===== src/rtl/quot_bcd_conv_pkg.sv =====
// Shared types and constants for the quotient-to-BCD converter.
// Defines the FSM encoding, the digit-correction constants and the counter sizing helper.
package quot_bcd_pkg;

  typedef enum logic [1:0] {
    IDLE  = 2'd0,
    SHIFT = 2'd1,
    DONE  = 2'd2
  } state_t;

  localparam int BCD_ADJ_THRESH = 5;
  localparam int BCD_ADJ_VAL    = 3;
  localparam int DEF_WIDTH      = 16;
  localparam int DEF_DIGITS     = 5;

  // Counter must be able to hold the terminal count WIDTH itself.
  function automatic int cnt_width(input int w);
    return $clog2(w + 1);
  endfunction

endpackage


===== src/rtl/quot_bcd_conv_if.sv =====
// Handshake bundle between the divider side, the converter and the display stage.
// Valid/ready: a transfer happens on a rising edge where valid and ready are both high; valid never waits on ready.
interface quot_bcd_conv_if
  import quot_bcd_pkg::*;
#(
  parameter int WIDTH  = DEF_WIDTH,
  parameter int DIGITS = DEF_DIGITS
);

  logic                  in_valid;
  logic                  in_ready;
  logic [WIDTH-1:0]      bin_in;
  logic                  out_valid;
  logic                  out_ready;
  logic [4*DIGITS-1:0]   bcd_out;
  logic [2:0]            nz_digits;

  modport slave (
    input  in_valid, bin_in, out_ready,
    output in_ready, out_valid, bcd_out, nz_digits
  );

  modport master (
    output in_valid, bin_in, out_ready,
    input  in_ready, out_valid, bcd_out, nz_digits
  );

endinterface


===== src/rtl/quot_bcd_conv_add3.sv =====
// Single-digit double-dabble corrector: adds 3 to a digit of 5 or more
// so that the following left shift carries correctly into the next digit.
module bcd_add3
  import quot_bcd_pkg::*;
(
  input  logic [3:0] i_digit,
  output logic [3:0] o_digit
);

  assign o_digit = (i_digit >= 4'(BCD_ADJ_THRESH)) ? (i_digit + 4'(BCD_ADJ_VAL)) : i_digit;

endmodule


===== src/rtl/quot_bcd_conv.sv =====
// Sequential binary-to-BCD converter (shift-and-add-3), one iteration per cycle.
// Accepts one quotient at a time and presents packed BCD plus a significant-digit count.
module quot_bcd_conv
  import quot_bcd_pkg::*;
#(
  parameter int WIDTH  = DEF_WIDTH,
  parameter int DIGITS = DEF_DIGITS
)(
  input  logic            CLK,
  input  logic            RST_N,
  quot_bcd_conv_if.slave  bus,
  output state_t          o_state
);

  localparam int CNT_W = cnt_width(WIDTH);
  localparam int BCD_W = 4 * DIGITS;

  state_t              r_state;
  state_t              w_state_nxt;
  logic [WIDTH-1:0]    r_bin;
  logic [BCD_W-1:0]    r_bcd;
  logic [BCD_W-1:0]    w_bcd_adj;
  logic [BCD_W-1:0]    w_bcd_shift;
  logic [BCD_W-1:0]    r_bcd_out;
  logic [CNT_W-1:0]    r_cnt;
  logic                r_out_valid;
  logic [2:0]          r_nz;
  logic [2:0]          w_nz;
  logic                w_in_ready;
  logic                w_accept;
  logic                w_last;
  logic                w_done_hs;

  genvar g;
  generate
    for (g = 0; g < DIGITS; g++) begin : g_add3
      bcd_add3 u_add3 (
        .i_digit (r_bcd[4*g +: 4]),
        .o_digit (w_bcd_adj[4*g +: 4])
      );
    end
  endgenerate

  // Corrected digits shifted left, pulling in the next binary MSB.
  assign w_bcd_shift = {w_bcd_adj[BCD_W-2:0], r_bin[WIDTH-1]};
  assign w_last      = (r_cnt == CNT_W'(WIDTH - 1));
  assign w_in_ready  = (r_state == IDLE) && RST_N;
  assign w_accept    = bus.in_valid && w_in_ready;
  assign w_done_hs   = r_out_valid && bus.out_ready;

  always_comb begin
    w_nz = 3'd1;
    for (int d = 0; d < DIGITS; d++) begin
      if (w_bcd_shift[4*d +: 4] != 4'd0) w_nz = 3'(d + 1);
    end
  end

  always_comb begin
    w_state_nxt = r_state;
    case (r_state)
      IDLE:    if (w_accept)  w_state_nxt = SHIFT;
      SHIFT:   if (w_last)    w_state_nxt = DONE;
      DONE:    if (w_done_hs) w_state_nxt = IDLE;
      default: w_state_nxt = IDLE;
    endcase
  end

  always_ff @(posedge CLK) begin
    if (!RST_N) r_state <= IDLE;
    else        r_state <= w_state_nxt;
  end

  always_ff @(posedge CLK) begin
    if (!RST_N) begin
      r_out_valid <= 1'b0;
      r_bcd_out   <= '0;
      r_nz        <= 3'd1;
      r_cnt       <= '0;
      r_bin       <= '0;
      r_bcd       <= '0;
    end else begin
      case (r_state)
        IDLE: begin
          if (w_accept) begin
            r_bin <= bus.bin_in;
            r_bcd <= '0;
            r_cnt <= '0;
          end
        end
        SHIFT: begin
          r_bcd <= w_bcd_shift;
          r_bin <= {r_bin[WIDTH-2:0], 1'b0};
          r_cnt <= r_cnt + CNT_W'(1);
          if (w_last) begin
            r_out_valid <= 1'b1;
            r_bcd_out   <= w_bcd_shift;
            r_nz        <= w_nz;
          end
        end
        DONE: begin
          if (w_done_hs) r_out_valid <= 1'b0;
        end
        default: ;
      endcase
    end
  end

  assign bus.in_ready  = w_in_ready;
  assign bus.out_valid = r_out_valid;
  assign bus.bcd_out   = r_bcd_out;
  assign bus.nz_digits = r_nz;
  assign o_state       = r_state;

endmodule


===== src/flat_wrapper.sv =====
// flat-port wrapper written by rule: the top's interface ports become plain ports
module quot_bcd_conv_flat import quot_bcd_pkg::*;
#(
  parameter int WIDTH  = DEF_WIDTH,
  parameter int DIGITS = DEF_DIGITS
)
  (CLK, RST_N, o_state, bus_in_valid, bus_bin_in, bus_out_ready, bus_in_ready, bus_out_valid, bus_bcd_out, bus_nz_digits);
  quot_bcd_conv_if #(.WIDTH(WIDTH), .DIGITS(DIGITS)) bus_i ();
  input  logic CLK;
  input  logic RST_N;
  output state_t o_state;
  input wire logic [$bits(bus_i.in_valid)-1:0] bus_in_valid;
  input wire logic [$bits(bus_i.bin_in)-1:0] bus_bin_in;
  input wire logic [$bits(bus_i.out_ready)-1:0] bus_out_ready;
  output wire logic [$bits(bus_i.in_ready)-1:0] bus_in_ready;
  output wire logic [$bits(bus_i.out_valid)-1:0] bus_out_valid;
  output wire logic [$bits(bus_i.bcd_out)-1:0] bus_bcd_out;
  output wire logic [$bits(bus_i.nz_digits)-1:0] bus_nz_digits;
  assign bus_i.in_valid = bus_in_valid;
  assign bus_i.bin_in = bus_bin_in;
  assign bus_i.out_ready = bus_out_ready;
  assign bus_in_ready = bus_i.in_ready;
  assign bus_out_valid = bus_i.out_valid;
  assign bus_bcd_out = bus_i.bcd_out;
  assign bus_nz_digits = bus_i.nz_digits;
  quot_bcd_conv #(.WIDTH(WIDTH), .DIGITS(DIGITS)) u_core (.CLK(CLK), .RST_N(RST_N), .bus(bus_i), .o_state(o_state));
endmodule

===== config.mk =====
export PLATFORM = sky130hd
export DESIGN_NAME = quot_bcd_conv_flat
export DESIGN_NICKNAME = d
export VERILOG_FILES = /design/src/rtl/quot_bcd_conv_pkg.sv /design/src/rtl/quot_bcd_conv_if.sv /design/src/rtl/quot_bcd_conv_add3.sv /design/src/rtl/quot_bcd_conv.sv /design/src/flat_wrapper.sv
export SDC_FILE = /design/constraint.sdc
export NUM_CORES = 1
export LEC_CHECK = 0
export CORE_MARGIN = 4
export CORE_UTILIZATION = 55
export CTS_CLUSTER_DIAMETER = 150
export DETAILED_ROUTE_END_ITERATION = 8
export PLACE_DENSITY = 0.78
export SKIP_CTS_REPAIR_TIMING = 1
export SLEW_MARGIN = 20
export SYNTH_ARGS = -nofsm -noshare
export SYNTH_HDL_FRONTEND = slang
export SYNTH_HIERARCHICAL = 1
export SYNTH_SLANG_ARGS = --single-unit

===== constraint.sdc =====
create_clock -name CLK -period 5.4 [get_ports CLK]
set_input_delay 1.08 -clock CLK [delete_from_list [all_inputs] [get_ports CLK]]
set_output_delay 1.08 -clock CLK [all_outputs]
set_load 0.005 [all_outputs]

# [Word-level counts from Yosys, hierarchy flattened]
# Cells that the tools add are included.
[word_totals] reg_bits=67 latch_bits=0 mem_bits_rw=0 romBits=0 in_bits=20 output_inout_bits=27 mem_count=0
[classes] n_addsub=6 n_mul=0 n_div=0 n_lt_le_gt_ge=5 eq_ne=6 shift=0 n_mux=22 bitwise=0 reduce_logical=14
[ops] op="case mux 20 bit (2 select lines)" n=1
[ops] op="case mux 16 bit (2 select lines)" n=1
[ops] op="greater-or-equal comparator 4 x 3 -> 1 bit, second input constant" n=5
[ops] op="two-way mux 20 bit" n=1
[ops] op="adder 4 x 2 -> 4 bit, second input constant" n=4
[ops] op="two-way mux 16 bit" n=1
[ops] op="two-way mux 4 bit" n=4
[ops] op="nonzero test 4 bit" n=4
[ops] op="two-way mux 2 bit" n=5
[ops] op="case mux 5 bit (2 select lines)" n=1
[ops] op="two-way mux 3 bit" n=3
[ops] op="inequality test 2 x 1 -> 1 bit, second input constant" n=3
[ops] op="case mux 2 bit (3 select lines)" n=1
[ops] op="AND reduction 3 bit" n=2
[ops] op="adder 5 x 1 -> 5 bit, second input constant" n=1
[ops] op="== test 5 x 4 -> 1 bit, second input constant" n=1
[ops] op="two-way mux 5 bit" n=1
[ops] op="AND reduction 2 bit" n=2
[ops] op="nonzero test 2 bit" n=2
[ops] op="adder 3 x 2 -> 3 bit, second input constant" n=1
[ops] op="logical AND 1 bit" n=3
[ops] op="== test 2 x 1 -> 1 bit, second input constant" n=1
[ops] op="== test 2 bit, second input constant" n=1
[ops] op="zero test 2 bit" n=1
[ops] op="other kinds (2)" n=3

# [Logic depth before layout (Yosys ltp)]
[depth] word_depth=7 depth_mapped=8 ltp_nobuf=8

# [By module]
# Netlist, hierarchy kept.
[by_module_without_submodules] module="quot_bcd_conv" instances=1 cells_per_inst=274 area_each_um2=2701.3 seq_area_each_um2=1341.3
[by_module_without_submodules] module="bcd_add3" instances=5 cells_per_inst=16 area_each_um2=101.3 seq_area_each_um2=0.0

# [Least setup slack after synthesis]
# OpenSTA, ideal clock, no wires.
[synth_timing] path_kind="input port to output port" startpoint="in RST_N" endpoint="out bus_in_ready" arrival_time_ps=1536 required_time_ps=4320 path_slack_ps=2784 path_stages=3 n_path_buf=1 cell_sequence="clkbuf_1 -> nand2b_1 -> nor2_1"
[synth_via] elab_chain_len=1
[synth_lines] element="start: declaration" line_no="flat_wrapper.sv:10" rtl="input logic RST_N;"
[synth_lines] element="logical AND 1 bit" line_no="quot_bcd_conv.sv:47" rtl="assign w_in_ready = (r_state == IDLE) && RST_N;"
[synth_lines] element="end: declaration" line_no="flat_wrapper.sv:15" rtl="output wire logic [$bits(bus_i.in_ready)-1:0] bus_in_ready;"
# Every way passes these cells.

# [Final worst setup path]
# Ends and elaborated chain as after synthesis.

==> metrics <==
Worst VDD drop=between 0.2 and 0.25 mV; root buffer cell=clkbuf_8; WHS=approximately 0.46 ns; die area=roughly 7100 sq um; Num CTS Buffers=9; TritonCTS clock tree=done; DRT Wirelength=about 6300 um; syn_nets=382; max-capacitance violation count=0; 1st-iter DRT viols=between 100 and 150; CTS Buffer Depth=2; Mapped Area=3190 sq um; grt total ovfl=0; clock period minus worst slack=3.58 ns; vias post-DR=2,596; Clock Latency Late Sink=0.33 ns; num ports=47; # rows=27; Post-DP Area=3650 sq um; RD Place Congestion=between 0.7 and 0.8; largest net degree at the start of global routing=44; Pwr Total=between 1 and 1.5 mW; # port buffers=46; PwrDens=around 260 nW/um^2; Crit path top cell by count=clkdlybuf4s50_1; Post-Synthesis Cells=350; Clk pin slew, worst setup/hold paths=0.07 ns; final instance area=3850 sq um; Leak=between 1.5 and 2 nW; Worst Skew=around 0.01 ns; vias in the first global route=2,377; HP Class=reg -> reg; Hold Fails Final Rpt=0; status=completed; DRC=0; NumNets Final=417; period utilization=66.3%; Setup TNS=0 ns; Final Setup Violations=0; Ant. Diodes=0; Critical-path top delay cell=clkdlybuf4s50_1; post-DP HPWL=4160 um; reg2reg end=u_core/bus.nz_digits[1]$_SDFFE_PN0P_; worst-margin pin slew=around 0.9 ns; GRT Util Overall=a little under a fifth; sequence of cells on the critical path=clkdlybuf4s50_1 -> buf_4 -> nand2b_1 -> nor2_1 -> clkdlybuf4s50_1; R2R setup slack=about 3.2 ns; worst setup path endpoint=bus_in_ready; CP Buf/Inv Count=3; share of layout cells above drive strength 1=under 10%; Final WS setup=~1.8 ns; Crit. Startpoint=RST_N; Slew HR=38.6%; Ys Warns=6; global-route wire length before repair=10,900 um; H-Tree Depth=3; final number of max-transition violations=0; pre-CTS setup slack=roughly 1.8 ns; synthesized area per cell=~9.1 sq um; initial core utilization=57.2%; Clock Sinks=67; WS Path Type=in -> out; routed length per placed instance=about 14 um; Pre-antenna DRT Iters=5; Crit path depth=5; startpoint types=primary input; Req. time, crit path=around 4.3 ns; CP Max Fanout=23; Via density=5.63; Top delay family on crit path=buffers and inverters; area delta synth->final=20.8%; Max Clock Freq=279 MHz; CORE AREA=5570 sq um; r2r worst-path depth=6; CP peak stage delay=around 0.51 ns; die span in y=84.1 um; initial antenna violation count=0; Crit path arrival time=between 2 and 3 ns; FF-to-FF Start=u_core/r_cnt[1]$_SDFFE_PN0P_; Final ANT Viol Nets=0; Crit. End Element=output port; Die X=84.1 um; unrepaired setup endpoints after global routing=no
-- routing by layer --
metal	up-vias	part of all wire, %	track usage (%)
met1	1217	46	23.8
li1	1300	-	-
met2	70	46	29.8
met3	9	5.3	4.12
met4	0	1.8	9.21
met5	-	0	0
-- power by group --
part / internal (mW) / total (mW) / switching, mW / leakage [nW]
registers: 0.507 / 0.515 / 0.00834 / 0.544
clock network: 0.236 / 0.415 / 0.179 / 0.0995
logic: 0.0469 / 0.0822 / 0.0354 / 0.880
-- tightest hold or removal path: cells and delay by family (launching register included) --
kind | cells | cell delay, ns
compound gates | 1 | 0.05
flops | 1 | 0.31
simple gates | 1 | 0.05
-- cell type report --
class / count / area (sq um)
fillers: 444 / 1720
multi-input cells: 244 / 1690
clock buffers: 13 / 159
well taps: 72 / 90.1
flip-flops and latches: 67 / 1340
inverters: 14 / 52.6
clock inverters: 2 / 35.0
repair buffers: 49 / 483
-- cells in the final DEF (no fill, tap or decap), types with 7 or more instances in the layout --
cell type / count
clkbuf_8: 11
ha_1: 12
nand2_1: 64
inv_1: 14
dfxtp_1: 67
clkdlybuf4s50_1: 46
o311a_1: 15
mux2_1: 7
mux2_4: 8
nor2_1: 8
nand2b_1: 11
a22o_1: 22
a21oi_1: 26
o21bai_1: 16
-- registers in the layout (all words and copies together) (netlist names) --
| signal | cells |
|---|---|
| u_core/o_state | 2 |
| u_core/bus.bcd_out | 20 |
| u_core/r_bin | 16 |
| u_core/r_bcd | 20 |
| u_core/bus.out_valid | 1 |
| u_core/bus.nz_digits | 3 |
| u_core/r_cnt | 5 |
-- how the worst min path moves through the flow --
stage / from / end / slack, ns / depth (start not counted)
global placement: u_core/bus.bcd_out[11]$_SDFFE_PN0P_ / u_core/bus.bcd_out[11]$_SDFFE_PN0P_ / 0.44 / 2
finish: u_core/bus.bcd_out[2]$_SDFFE_PN0P_ / u_core/bus.bcd_out[2]$_SDFFE_PN0P_ / 0.46 / 2
CTS: u_core/bus.bcd_out[2]$_SDFFE_PN0P_ / u_core/bus.bcd_out[2]$_SDFFE_PN0P_ / 0.46 / 2
floorplan: u_core/r_bin[15]$_SDFFE_PN0P_ / u_core/bus.bcd_out[0]$_SDFFE_PN0P_ / 0.44 / 2
global route: u_core/bus.bcd_out[10]$_SDFFE_PN0P_ / u_core/bus.bcd_out[10]$_SDFFE_PN0P_ / 0.47 / 2
detailed placement: u_core/bus.bcd_out[2]$_SDFFE_PN0P_ / u_core/bus.bcd_out[2]$_SDFFE_PN0P_ / 0.45 / 2
-- stage by stage --
stage | instances | utilization (%)
2_1_floorplan | 350 | -
3_3_place_gp | 446 | 65.5
3_5_place_dp | 446 | 65.5
4_1_cts | 461 | 68.9
5_1_grt | 461 | 69.1
6_report | 461 | 69.1
(Power assumes the default switching activity.)
